===== config.mk =====
export PLATFORM = sky130hd
export DESIGN_NAME = instr_encoder
export DESIGN_NICKNAME = d
export VERILOG_FILES = /design/src/rtl/instr_encoder.sv
export SDC_FILE = /design/constraint.sdc
export NUM_CORES = 1
export LEC_CHECK = 0
export CORE_MARGIN = 4
export CORE_UTILIZATION = 30
export CTS_BUF_LIST = sky130_fd_sc_hd__clkbuf_4 sky130_fd_sc_hd__clkbuf_8
export DETAILED_ROUTE_END_ITERATION = 7
export SETUP_SLACK_MARGIN = 0.5
export SKIP_CTS_REPAIR_TIMING = 1
export SLEW_MARGIN = 20
export SYNTH_ARGS = -nofsm -noshare
export SYNTH_HDL_FRONTEND = slang
export SYNTH_SLANG_ARGS = --single-unit

===== constraint.sdc =====
create_clock -name clk -period 8.1 [get_ports clk]
set_input_delay 2.43 -clock clk [delete_from_list [all_inputs] [get_ports clk]]
set_output_delay 2.43 -clock clk [all_outputs]
set_load 0.01 [all_outputs]

===== src/rtl/instr_encoder.sv =====
// RV32 instruction encoder: packs fields into a word and queues {instr, err} in a small FIFO.
// Optional round-trip self-check through a decoder is enabled by defining ENCODER_ROUNDTRIP_CHECK_EN.
`ifndef WORD_SIZE
`define WORD_SIZE 32
`endif
`ifndef ARCH_REG_INDEX_SIZE
`define ARCH_REG_INDEX_SIZE 5
`endif
`ifndef OPCODE_ALU
`define OPCODE_ALU    7'b0110011
`define OPCODE_LOAD   7'b0000011
`define OPCODE_STORE  7'b0100011
`define OPCODE_BRANCH 7'b1100011
`define OPCODE_JUMP   7'b1101111
`endif

`ifdef ENCODER_ROUNDTRIP_CHECK_EN
module instr_roundtrip_dec (
  input  logic [`WORD_SIZE-1:0]          instr,
  input  logic [2:0]                     fmt,
  output logic [`ARCH_REG_INDEX_SIZE-1:0] rs1,
  output logic [`ARCH_REG_INDEX_SIZE-1:0] rs2,
  output logic [`ARCH_REG_INDEX_SIZE-1:0] rd,
  output logic [`WORD_SIZE-1:0]          imm
);
  assign rs1 = instr[19:15];
  assign rs2 = instr[24:20];
  assign rd  = instr[11:7];

  // Rebuild the sign-extended immediate from the format's scattered bit layout
  always_comb begin
    imm = 32'h0000_0000;
    case (fmt)
      3'd1:    imm = {{20{instr[31]}}, instr[31:20]};
      3'd2:    imm = {{20{instr[31]}}, instr[31:25], instr[11:7]};
      3'd3:    imm = {{19{instr[31]}}, instr[31], instr[7], instr[30:25], instr[11:8], 1'b0};
      3'd4:    imm = {{11{instr[31]}}, instr[31], instr[19:12], instr[20], instr[30:21], 1'b0};
      3'd5:    imm = {instr[31:12], 12'h000};
      default: imm = 32'h0000_0000;
    endcase
  end
endmodule
`endif

module instr_encoder #(
  parameter int DEPTH = 4,
  parameter int CNT_W = $clog2(DEPTH + 1)
) (
  input  logic                           clk,
  input  logic                           reset,
  input  logic                           in_valid,
  output logic                           in_ready,
  input  logic [2:0]                     fmt,
  input  logic [6:0]                     opcode,
  input  logic [2:0]                     funct3,
  input  logic [6:0]                     funct7,
  input  logic [`ARCH_REG_INDEX_SIZE-1:0] rs1,
  input  logic [`ARCH_REG_INDEX_SIZE-1:0] rs2,
  input  logic [`ARCH_REG_INDEX_SIZE-1:0] rd,
  input  logic [`WORD_SIZE-1:0]          imm,
  output logic                           out_valid,
  input  logic                           out_ready,
  output logic [`WORD_SIZE-1:0]          out_instr,
  output logic                           out_err,
  output logic [CNT_W-1:0]               count,
  output logic                           chk_mismatch
);
  localparam int PTR_W = $clog2(DEPTH);
  localparam logic [CNT_W-1:0] FULL = CNT_W'(DEPTH);
  localparam logic [CNT_W-1:0] CNT_ONE = CNT_W'(1);
  localparam logic [PTR_W-1:0] PTR_ONE = PTR_W'(1);
  localparam logic [`WORD_SIZE-1:0] NOP = 32'h0000_0013;

  logic [`WORD_SIZE-1:0] enc_instr;
  logic                  enc_err;
  logic                  i_bad, b_bad, j_bad, u_bad;
  logic [`WORD_SIZE-1:0] instr_mem [DEPTH];
  logic                  err_mem [DEPTH];
  logic [PTR_W-1:0]      wr_ptr, rd_ptr;
  logic                  push, pop;

  assign in_ready  = (count != FULL);
  assign out_valid = (count != {CNT_W{1'b0}});
  assign push      = in_valid && in_ready;
  assign pop       = out_valid && out_ready;
  assign out_instr = instr_mem[rd_ptr];
  assign out_err   = err_mem[rd_ptr];

  assign i_bad = (imm != {{20{imm[11]}}, imm[11:0]});
  assign b_bad = (imm != {{19{imm[12]}}, imm[12:0]}) || imm[0];
  assign j_bad = (imm != {{11{imm[20]}}, imm[20:0]}) || imm[0];
  assign u_bad = (imm[11:0] != 12'h000);

  // Field packing per format; out-of-range immediates still encode their truncated bits
  always_comb begin
    enc_instr = NOP;
    enc_err   = 1'b0;
    case (fmt)
      3'd0: begin
        enc_instr = {funct7, rs2, rs1, funct3, rd, opcode};
        enc_err   = 1'b0;
      end
      3'd1: begin
        enc_instr = {imm[11:0], rs1, funct3, rd, opcode};
        enc_err   = i_bad;
      end
      3'd2: begin
        enc_instr = {imm[11:5], rs2, rs1, funct3, imm[4:0], opcode};
        enc_err   = i_bad;
      end
      3'd3: begin
        enc_instr = {imm[12], imm[10:5], rs2, rs1, funct3, imm[4:1], imm[11], opcode};
        enc_err   = b_bad;
      end
      3'd4: begin
        enc_instr = {imm[20], imm[10:1], imm[11], imm[19:12], rd, opcode};
        enc_err   = j_bad;
      end
      3'd5: begin
        enc_instr = {imm[31:12], rd, opcode};
        enc_err   = u_bad;
      end
      default: begin
        enc_instr = NOP;
        enc_err   = 1'b1;
      end
    endcase
  end

  // FIFO storage, pointers and occupancy; reset clears contents so the head reads as zero
  always_ff @(posedge clk or posedge reset) begin
    if (reset) begin
      for (int i = 0; i < DEPTH; i++) begin
        instr_mem[i] <= 32'h0000_0000;
        err_mem[i]   <= 1'b0;
      end
      wr_ptr <= {PTR_W{1'b0}};
      rd_ptr <= {PTR_W{1'b0}};
      count  <= {CNT_W{1'b0}};
    end else begin
      if (push) begin
        instr_mem[wr_ptr] <= enc_instr;
        err_mem[wr_ptr]   <= enc_err;
        wr_ptr            <= wr_ptr + PTR_ONE;
      end
      if (pop) begin
        rd_ptr <= rd_ptr + PTR_ONE;
      end
      case ({push, pop})
        2'b10:   count <= count + CNT_ONE;
        2'b01:   count <= count - CNT_ONE;
        default: count <= count;
      endcase
    end
  end

`ifdef ENCODER_ROUNDTRIP_CHECK_EN
  logic [2:0]                     fmt_mem [DEPTH];
  logic [`ARCH_REG_INDEX_SIZE-1:0] rs1_mem [DEPTH];
  logic [`ARCH_REG_INDEX_SIZE-1:0] rs2_mem [DEPTH];
  logic [`ARCH_REG_INDEX_SIZE-1:0] rd_mem  [DEPTH];
  logic [`WORD_SIZE-1:0]          imm_mem [DEPTH];
  logic [`WORD_SIZE-1:0]          trunc_imm;
  logic [`ARCH_REG_INDEX_SIZE-1:0] dec_rs1, dec_rs2, dec_rd;
  logic [`WORD_SIZE-1:0]          dec_imm;
  logic                           mismatch;
  logic [2:0]                     head_fmt;

  // Reference immediate reduced to what the format can actually carry
  always_comb begin
    trunc_imm = 32'h0000_0000;
    case (fmt)
      3'd1, 3'd2: trunc_imm = {{20{imm[11]}}, imm[11:0]};
      3'd3:       trunc_imm = {{19{imm[12]}}, imm[12:1], 1'b0};
      3'd4:       trunc_imm = {{11{imm[20]}}, imm[20:1], 1'b0};
      3'd5:       trunc_imm = {imm[31:12], 12'h000};
      default:    trunc_imm = 32'h0000_0000;
    endcase
  end

  // Side storage of the source fields, written in lockstep with the word FIFO
  always_ff @(posedge clk or posedge reset) begin
    if (reset) begin
      for (int i = 0; i < DEPTH; i++) begin
        fmt_mem[i] <= 3'd0;
        rs1_mem[i] <= '0;
        rs2_mem[i] <= '0;
        rd_mem[i]  <= '0;
        imm_mem[i] <= 32'h0000_0000;
      end
    end else if (push) begin
      fmt_mem[wr_ptr] <= fmt;
      rs1_mem[wr_ptr] <= rs1;
      rs2_mem[wr_ptr] <= rs2;
      rd_mem[wr_ptr]  <= rd;
      imm_mem[wr_ptr] <= trunc_imm;
    end
  end

  assign head_fmt = fmt_mem[rd_ptr];

  instr_roundtrip_dec u_dec (
    .instr (out_instr),
    .fmt   (head_fmt),
    .rs1   (dec_rs1),
    .rs2   (dec_rs2),
    .rd    (dec_rd),
    .imm   (dec_imm)
  );

  // Compare only the fields each format actually carries
  always_comb begin
    mismatch = 1'b0;
    case (head_fmt)
      3'd0:       mismatch = (dec_rs1 != rs1_mem[rd_ptr]) || (dec_rs2 != rs2_mem[rd_ptr]) ||
                             (dec_rd != rd_mem[rd_ptr]);
      3'd1:       mismatch = (dec_rs1 != rs1_mem[rd_ptr]) || (dec_rd != rd_mem[rd_ptr]) ||
                             (dec_imm != imm_mem[rd_ptr]);
      3'd2, 3'd3: mismatch = (dec_rs1 != rs1_mem[rd_ptr]) || (dec_rs2 != rs2_mem[rd_ptr]) ||
                             (dec_imm != imm_mem[rd_ptr]);
      3'd4, 3'd5: mismatch = (dec_rd != rd_mem[rd_ptr]) || (dec_imm != imm_mem[rd_ptr]);
      default:    mismatch = 1'b0;
    endcase
  end

  // Sticky flag, cleared only by reset
  always_ff @(posedge clk or posedge reset) begin
    if (reset) begin
      chk_mismatch <= 1'b0;
    end else if (pop && !out_err && mismatch) begin
      chk_mismatch <= 1'b1;
    end else begin
      chk_mismatch <= chk_mismatch;
    end
  end
`else
  // Round-trip checking is compiled out; flag stays low
  always_ff @(posedge clk or posedge reset) begin
    if (reset) begin
      chk_mismatch <= 1'b0;
    end else begin
      chk_mismatch <= 1'b0;
    end
  end
`endif

endmodule


==> impl_metrics.yaml, run 1 <==
floorplan:
  io_pins: 110
  core-area_sq_um: 22100
  rows: 54
  chipWidth_microns: 159
  dieArea_sq_um: 25300
  initial_utilization_pct: 30.9
  dieHeight_microns: 159
cts:
  cts_buffers: 17
  clock_sinks: 139
  cts-root-buf: "clkbuf_8"
  clock_latency_ps: 460
  h-tree-depth: 4
  clockBufferDepth: 2
  cts_tree: "yes"
  clkTransAtPathRegs_ps: 80
pwr:
  netSwitchingPower_mw: 1.10
  seq_power_share_pct: 39.0
  vdd_drop_max_uv: 150
  p_int_mw: 2.00
  powerDensity_nw_per_um2: 365
  p_clk_share_pct: 18.3
  netSwitchingFraction_pct: 35.6
  p_total_mw: 3.10
  p_leak_nw: 3.54
  pwr-share-comb_pct: 42.7
synthesis:
  yosys.area.top_type: "dfrtp_1"
  synthMuxAreaShare_pct: 13.4
  ys_types: 52
  synth_most_common_cell: "nand2_1"
  synthTopCellsByArea: "dfrtp_1 (51%), mux4_2 (11%), o21ai_0 (9.3%)"
  netlist_area_sq_um: 6830
  synth-adder-area-share_pct: 1.21
  synth.net_count: 745
  synth_simple_gate_area_share_pct: 14.9
  syn-mean-instance-area_sq_um: 10.2
  synth_compound_area_share_pct: 15.0
  synthFlopType: "dfrtp_1"
  synth_top_family_by_area: "compound AO/OA/AOI/OAI gates"
  synth_seq_area_share_pct: 50.9
  ys_top_cells_by_count: "nand2_1 (150), dfrtp_1 (139), o21ai_0 (127)"
  async_reset_ff_share_pct: 100
  ys_warn_count: 0
  ys_seq_elements: 139
  synth_xor_area_share_pct: 0.769
  synth-edff-count: 0
  netlist.area_leader.share_pct: 50.9
  syn_inst: 668
routing:
  routed_via_density: 4.94
  routed_wl_microns: 19200
  wl_per_cell_microns: 18.3
  detail_route.first_pass.iterations: 5
  ant_nets: 0
  remaining_drc_errors: 0
  routed-via-count: 5163
  first_iter_violations: 216
sta:
  final-hold-violation-count: 0
  fin_crit_ps: 5270
  setup_tns_ps: 0
  drv_slew: 0
  rsz0062_at_grt: "false"
  timing.fmax_mhz: 190
  tightest_slew_ps: 915
  finalCritPeriodShare_pct: 65.0
  max-slew-margin-rel_pct: 39.0
  setup_viol: 0
  skew_ps: 11.3
worst_setup_path:
  r2r_slack_ps: 5610
  critical-path-top-delay-family: "buffers and inverters"
  worstPathArrival_ps: 2840
  r2r-start: "count[0]$_DFFE_PP0P_"
  cp_cell_sequence: "buf_4 -> mux4_2 -> clkdlybuf4s50_1"
  slowest_stage: "dfrtp_2"
  cp_max_fo: 18
  worst-path-stages: 3
  setup.worst_path.start_class: "flop"
  r2r-end: "instr_mem[9]$_DFFE_PP0P_"
  rr_worst_depth: 6
  cp-end-kind: "output port"
  crit_end: "out_instr[9]"
  critPathMaxStageDelay_ps: 800
  worstSetupPathType: "reg2out"
  path_buf_inv: 2
  required_ps: 5670
  setup.worst_path.start: "rd_ptr[0]$_DFFE_PP0P_"
final_layout:
  area_delta_synth_final_pct: 24.5
  final_nets: 829
  final-seq-area_sq_um: 3480
  multi_input_area_sq_um: 3120
  n_fill_cell: 2197
  layout-drive-gt1-share_pct: 13.1
global_routing:
  grt_pass1_vias: 5298
  grt_pass1_wl_microns: 30400
  grt_max_degree: 73
  grt_overflow: 0
  grt_antenna_before_repair: 3
  grt_usage_pct: 15.4
run:
  drv_cap: 0
worst_hold_path:
  min_path_type: "reg2reg"
place:
  gp_congestion: 0.805
  portBuffers: 108
  dp_hpwl_microns: 13300
run_status:
  outcome: "finished, final reports clean"
[sequential cells by signal, summed over array words and instances, names as in the netlist]
register	count
rd_ptr	2
err_mem	4
count	3
instr_mem	128
wr_ptr	2
[worst min-delay path by stage]
| stage | startpoint | end | slack (ps) | cells after the start |
|---|---|---|---|---|
| floorplan | instr_mem[32]$_DFFE_PP0P_ | instr_mem[32]$_DFFE_PP0P_ | 440 | 2 |
| global placement | instr_mem[58]$_DFFE_PP0P_ | instr_mem[58]$_DFFE_PP0P_ | 460 | 2 |
| global route | instr_mem[89]$_DFFE_PP0P_ | instr_mem[89]$_DFFE_PP0P_ | 510 | 2 |
| CTS | instr_mem[7]$_DFFE_PP0P_ | instr_mem[7]$_DFFE_PP0P_ | 480 | 2 |
| detailed placement | instr_mem[46]$_DFFE_PP0P_ | instr_mem[46]$_DFFE_PP0P_ | 470 | 2 |
| finish | instr_mem[67]$_DFFE_PP0P_ | instr_mem[67]$_DFFE_PP0P_ | 480 | 2 |
[per-stage QoR]
| step | setup slack (ps) | hold slack, ps | instance area [sq um] | instances | utilization [%] |
|---|---|---|---|---|---|
| after floorplan | 1950 | 445 | 6830 | 668 | - |
| after global placement | 3200 | 457 | 8100 | 1013 | 36.7 |
| after detailed placement | 3140 | 466 | 8100 | 1013 | 36.7 |
| after CTS | 2710 | 484 | 8500 | 1045 | 38.5 |
| after global routing | 2620 | 507 | 8500 | 1045 | 38.5 |
| final | 2830 | 481 | 8510 | 1046 | 38.5 |
[layer usage]
layer  track usage, %  vias to the layer above  share of wire (%)
met3             4.54                       20                5.6
met4             4.18                        6                1.1
met1             21.4                     2499                 47
li1                 -                     2538                  -
met5                0                        -               0.17
met2             23.8                      100                 46
[cells by family after synthesis]
family / count (synthesis)
buffers and inverters: 58
other: 1
multiplexers: 49
AO/OA/AOI/OAI: 186
AND/OR/NAND/NOR: 223
flip-flops: 139
XOR/XNOR: 6
adder cells (fa/ha/maj): 6
[power groups by stage]
stage          clock network, mW  logic [mW]  registers [mW]
2_1_floorplan                  0       0.841            1.15
3_3_place_gp                   0        1.32            1.22
3_5_place_dp                   0        1.34            1.23
4_1_cts                    0.582        1.35            1.21
5_1_grt                    0.611        1.47            1.26
6_report                   0.567        1.32            1.21
[layout by cell type, fill, tap and decap left out, types with 6 or more instances in the layout]
cell type / count
buf_4: 6
nand3_1: 6
clkdlybuf4s50_1: 107
nor2_1: 13
o221ai_1: 6
nor2b_1: 18
nand2_1: 146
clkbuf_8: 18
inv_1: 7
mux2_2: 11
dfrtp_1: 138
a21oi_1: 28
nand3b_1: 6
mux4_2: 33
o21ai_0: 127
[tightest hold or removal path, stage by stage (launching register included)]
cell and delay (ps):
dfrtp_1 350, nand2_1 40, o21ai_0 60
[cell type report]
class | count | area share [%]
clock inverters | 14 | 1.74
repair buffers | 114 | 13.2
clock buffers | 18 | 2.91
well taps | 280 | 4.12
inverters | 9 | 0.456
flip-flops and latches | 139 | 40.9
diodes | 1 | 0.0294
multi-input cells | 471 | 36.7
No activity file was read; power rests on OpenSTA's default activity.
==> run 2: changes to the inputs <==
==> constraint.sdc (replaced) <==
create_clock -name clk -period 4.6 [get_ports clk]
set_input_delay 1.38 -clock clk [delete_from_list [all_inputs] [get_ports clk]]
set_output_delay 1.38 -clock clk [all_outputs]
set_load 0.01 [all_outputs]
==> run 2 against run 1 <==
  * Core utilization grew 0.69 points
  * Power is 82% higher
  * Cell area increased by 1.8%
  * Sequential power up 75%
  * Register-to-register slack got worse by 3300 ps
  * Combinational power up 83%
  * Via count increased by 1.8%
  * Sequential cell count stayed put
  * Sequential share of layout area fell by 0.72 points
  * Worst hold slack worse by 1.1 ps
  * Wire length rose by 0.38%
  * Highest routed layer is now met4
==> impl_metrics.yaml, run 2 (synthesized netlist as in run 1, its figures left out) <==
run_status:
  outcome: "finished, final reports clean"
floorplan:
  io_pins: 110
  dieArea_sq_um: 25300
  initial_utilization_pct: 30.9
  dieHeight_microns: 159
  chipWidth_microns: 159
  rows: 54
  core-area_sq_um: 22100
worst_setup_path:
  cp_cell_sequence: "buf_4 -> mux4_2 -> clkdlybuf4s50_1"
  cp_max_fo: 29
  path_buf_inv: 2
  cp-end-kind: "output port"
  worstSetupPathType: "reg2out"
  setup.worst_path.start_class: "flop"
  required_ps: 3220
  slowest_stage: "dfrtp_1"
  critPathMaxStageDelay_ps: 530
  critical-path-top-delay-family: "buffers and inverters"
  worstPathArrival_ps: 2470
final_layout:
  multi_input_area_sq_um: 3110
  final_cell_mix: "nand2_1 (146), dfrtp_1 (138), o21ai_0 (127)"
  final-seq-area_sq_um: 3480
  n_fill_cell: 2182
  regMostFlops: "instr_mem"
  top_regs: "instr_mem x128, err_mem x4, count x3"
  layout-drive-gt1-share_pct: 13.9
  num_antenna_cells: 0
  stdcell_count: 1052
  fin_util_pct: 39.2
  final_nets: 837
  layout_commonest_cell: "nand2_1"
  area_delta_synth_final_pct: 26.7
  largest_reg_flops: 128
routing:
  routed_wl_microns: 19300
  remaining_drc_errors: 0
  detail_route.first_pass.iterations: 5
  first_iter_violations: 261
  wl_per_cell_microns: 18.3
  ant_nets: 0
  routed_via_density: 5.00
  routed-via-count: 5255
cts:
  h-tree-depth: 4
  clkTransAtPathRegs_ps: 80
  clock_latency_ps: 450
  clock_sinks: 139
  cts_buffers: 17
  cts-root-buf: "clkbuf_8"
  cts_tree: "yes"
  clockBufferDepth: 2
sta:
  holdWs_ps: 480
  drv_slew: 0
  rsz0062_at_grt: "false"
  fin_crit_ps: 3850
  setup_tns_ps: 0
  tightest_slew_ps: 789
  setup_viol: 0
  skew_ps: 10.1
  final-hold-violation-count: 0
  finalCritPeriodShare_pct: 83.6
  timing.fmax_mhz: 260
  max-slew-margin-rel_pct: 47.1
run:
  drv_cap: 0
pwr:
  vdd_drop_max_uv: 297
  powerDensity_nw_per_um2: 650
  p_leak_nw: 3.60
  p_total_mw: 5.63
global_routing:
  grt_usage_pct: 15.6
  grt_max_degree: 87
  grt_pass1_wl_microns: 31000
  grt_antenna_before_repair: 0
  grt_overflow: 0
  grt_pass1_vias: 5352
worst_hold_path:
  min_path_type: "reg2reg"
place:
  dp_hpwl_microns: 13600
  portBuffers: 108
  placed_cells: 1021
  gp_congestion: 0.777
==> run 2: changes by cell type in the layout (fill, tap and decap cells not counted), moves of 2 or more <==
cell and change:
clkinv_2 -3, buf_4 +3, buf_12 +5, clkinv_4 -2, bufinv_16 +2
==> run 2: worst min-delay path: cells and delay by family, from the launching register on <==
| kind | cells | cell delay (ps) |
|---|---|---|
| AND/OR/NAND/NOR | 1 | 40 |
| flip-flops | 1 | 340 |
| AO/OA/AOI/OAI | 1 | 60 |
==> run 2: area by class of cell <==
type,count,area share (%)
Multi-Input combinational cell,471,36.0
Tap cell,280,4.05
Sequential cell,139,40.2
Timing Repair Buffer,122,14.4
Clock buffer,18,2.79
Inverter,9,0.433
Clock inverter,13,2.23
==> run 2: final timing paths <==
kind	from	endpoint	slack, ps	cells after the start
worst max-delay path	rd_ptr[1]$_DFFE_PP0P_	out_instr[29]	750	3
worst min register to register	instr_mem[18]$_DFFE_PP0P_	instr_mem[18]$_DFFE_PP0P_	480	2
min in group asynchronous	reset	instr_mem[0]$_DFFE_PP0P_	1180	2
worst max register to register	count[0]$_DFFE_PP0P_	instr_mem[39]$_DFFE_PP0P_	2300	6
max in group asynchronous	reset	rd_ptr[0]$_DFFE_PP0P_	2730	3
worst min-delay path	instr_mem[18]$_DFFE_PP0P_	instr_mem[18]$_DFFE_PP0P_	480	2
==> run 2: where the power goes <==
part           switching [mW]  internal (mW)  total [mW]
Combinational            1.15           1.27        2.42
Sequential              0.327           1.79        2.12
Clock                   0.493          0.600        1.09
Total                    1.97           3.66        5.63
==> run 2: per-layer routing <==
layer,GRT usage (%),part of all wire (%),vias up
li1,-,-,2548
met1,22.0,47,2542
met2,24.5,46,146
met3,3.53,6.1,19
met4,4.22,1.4,0
met5,0,0,-
==> run 2: through the flow <==
stage                     area [sq um]  setup slack [ps]
after floorplan                   6840              1480
after global placement            8230              1010
after detailed placement          8230               990
after CTS                         8660               684
after global routing              8660               636
final                             8660               755
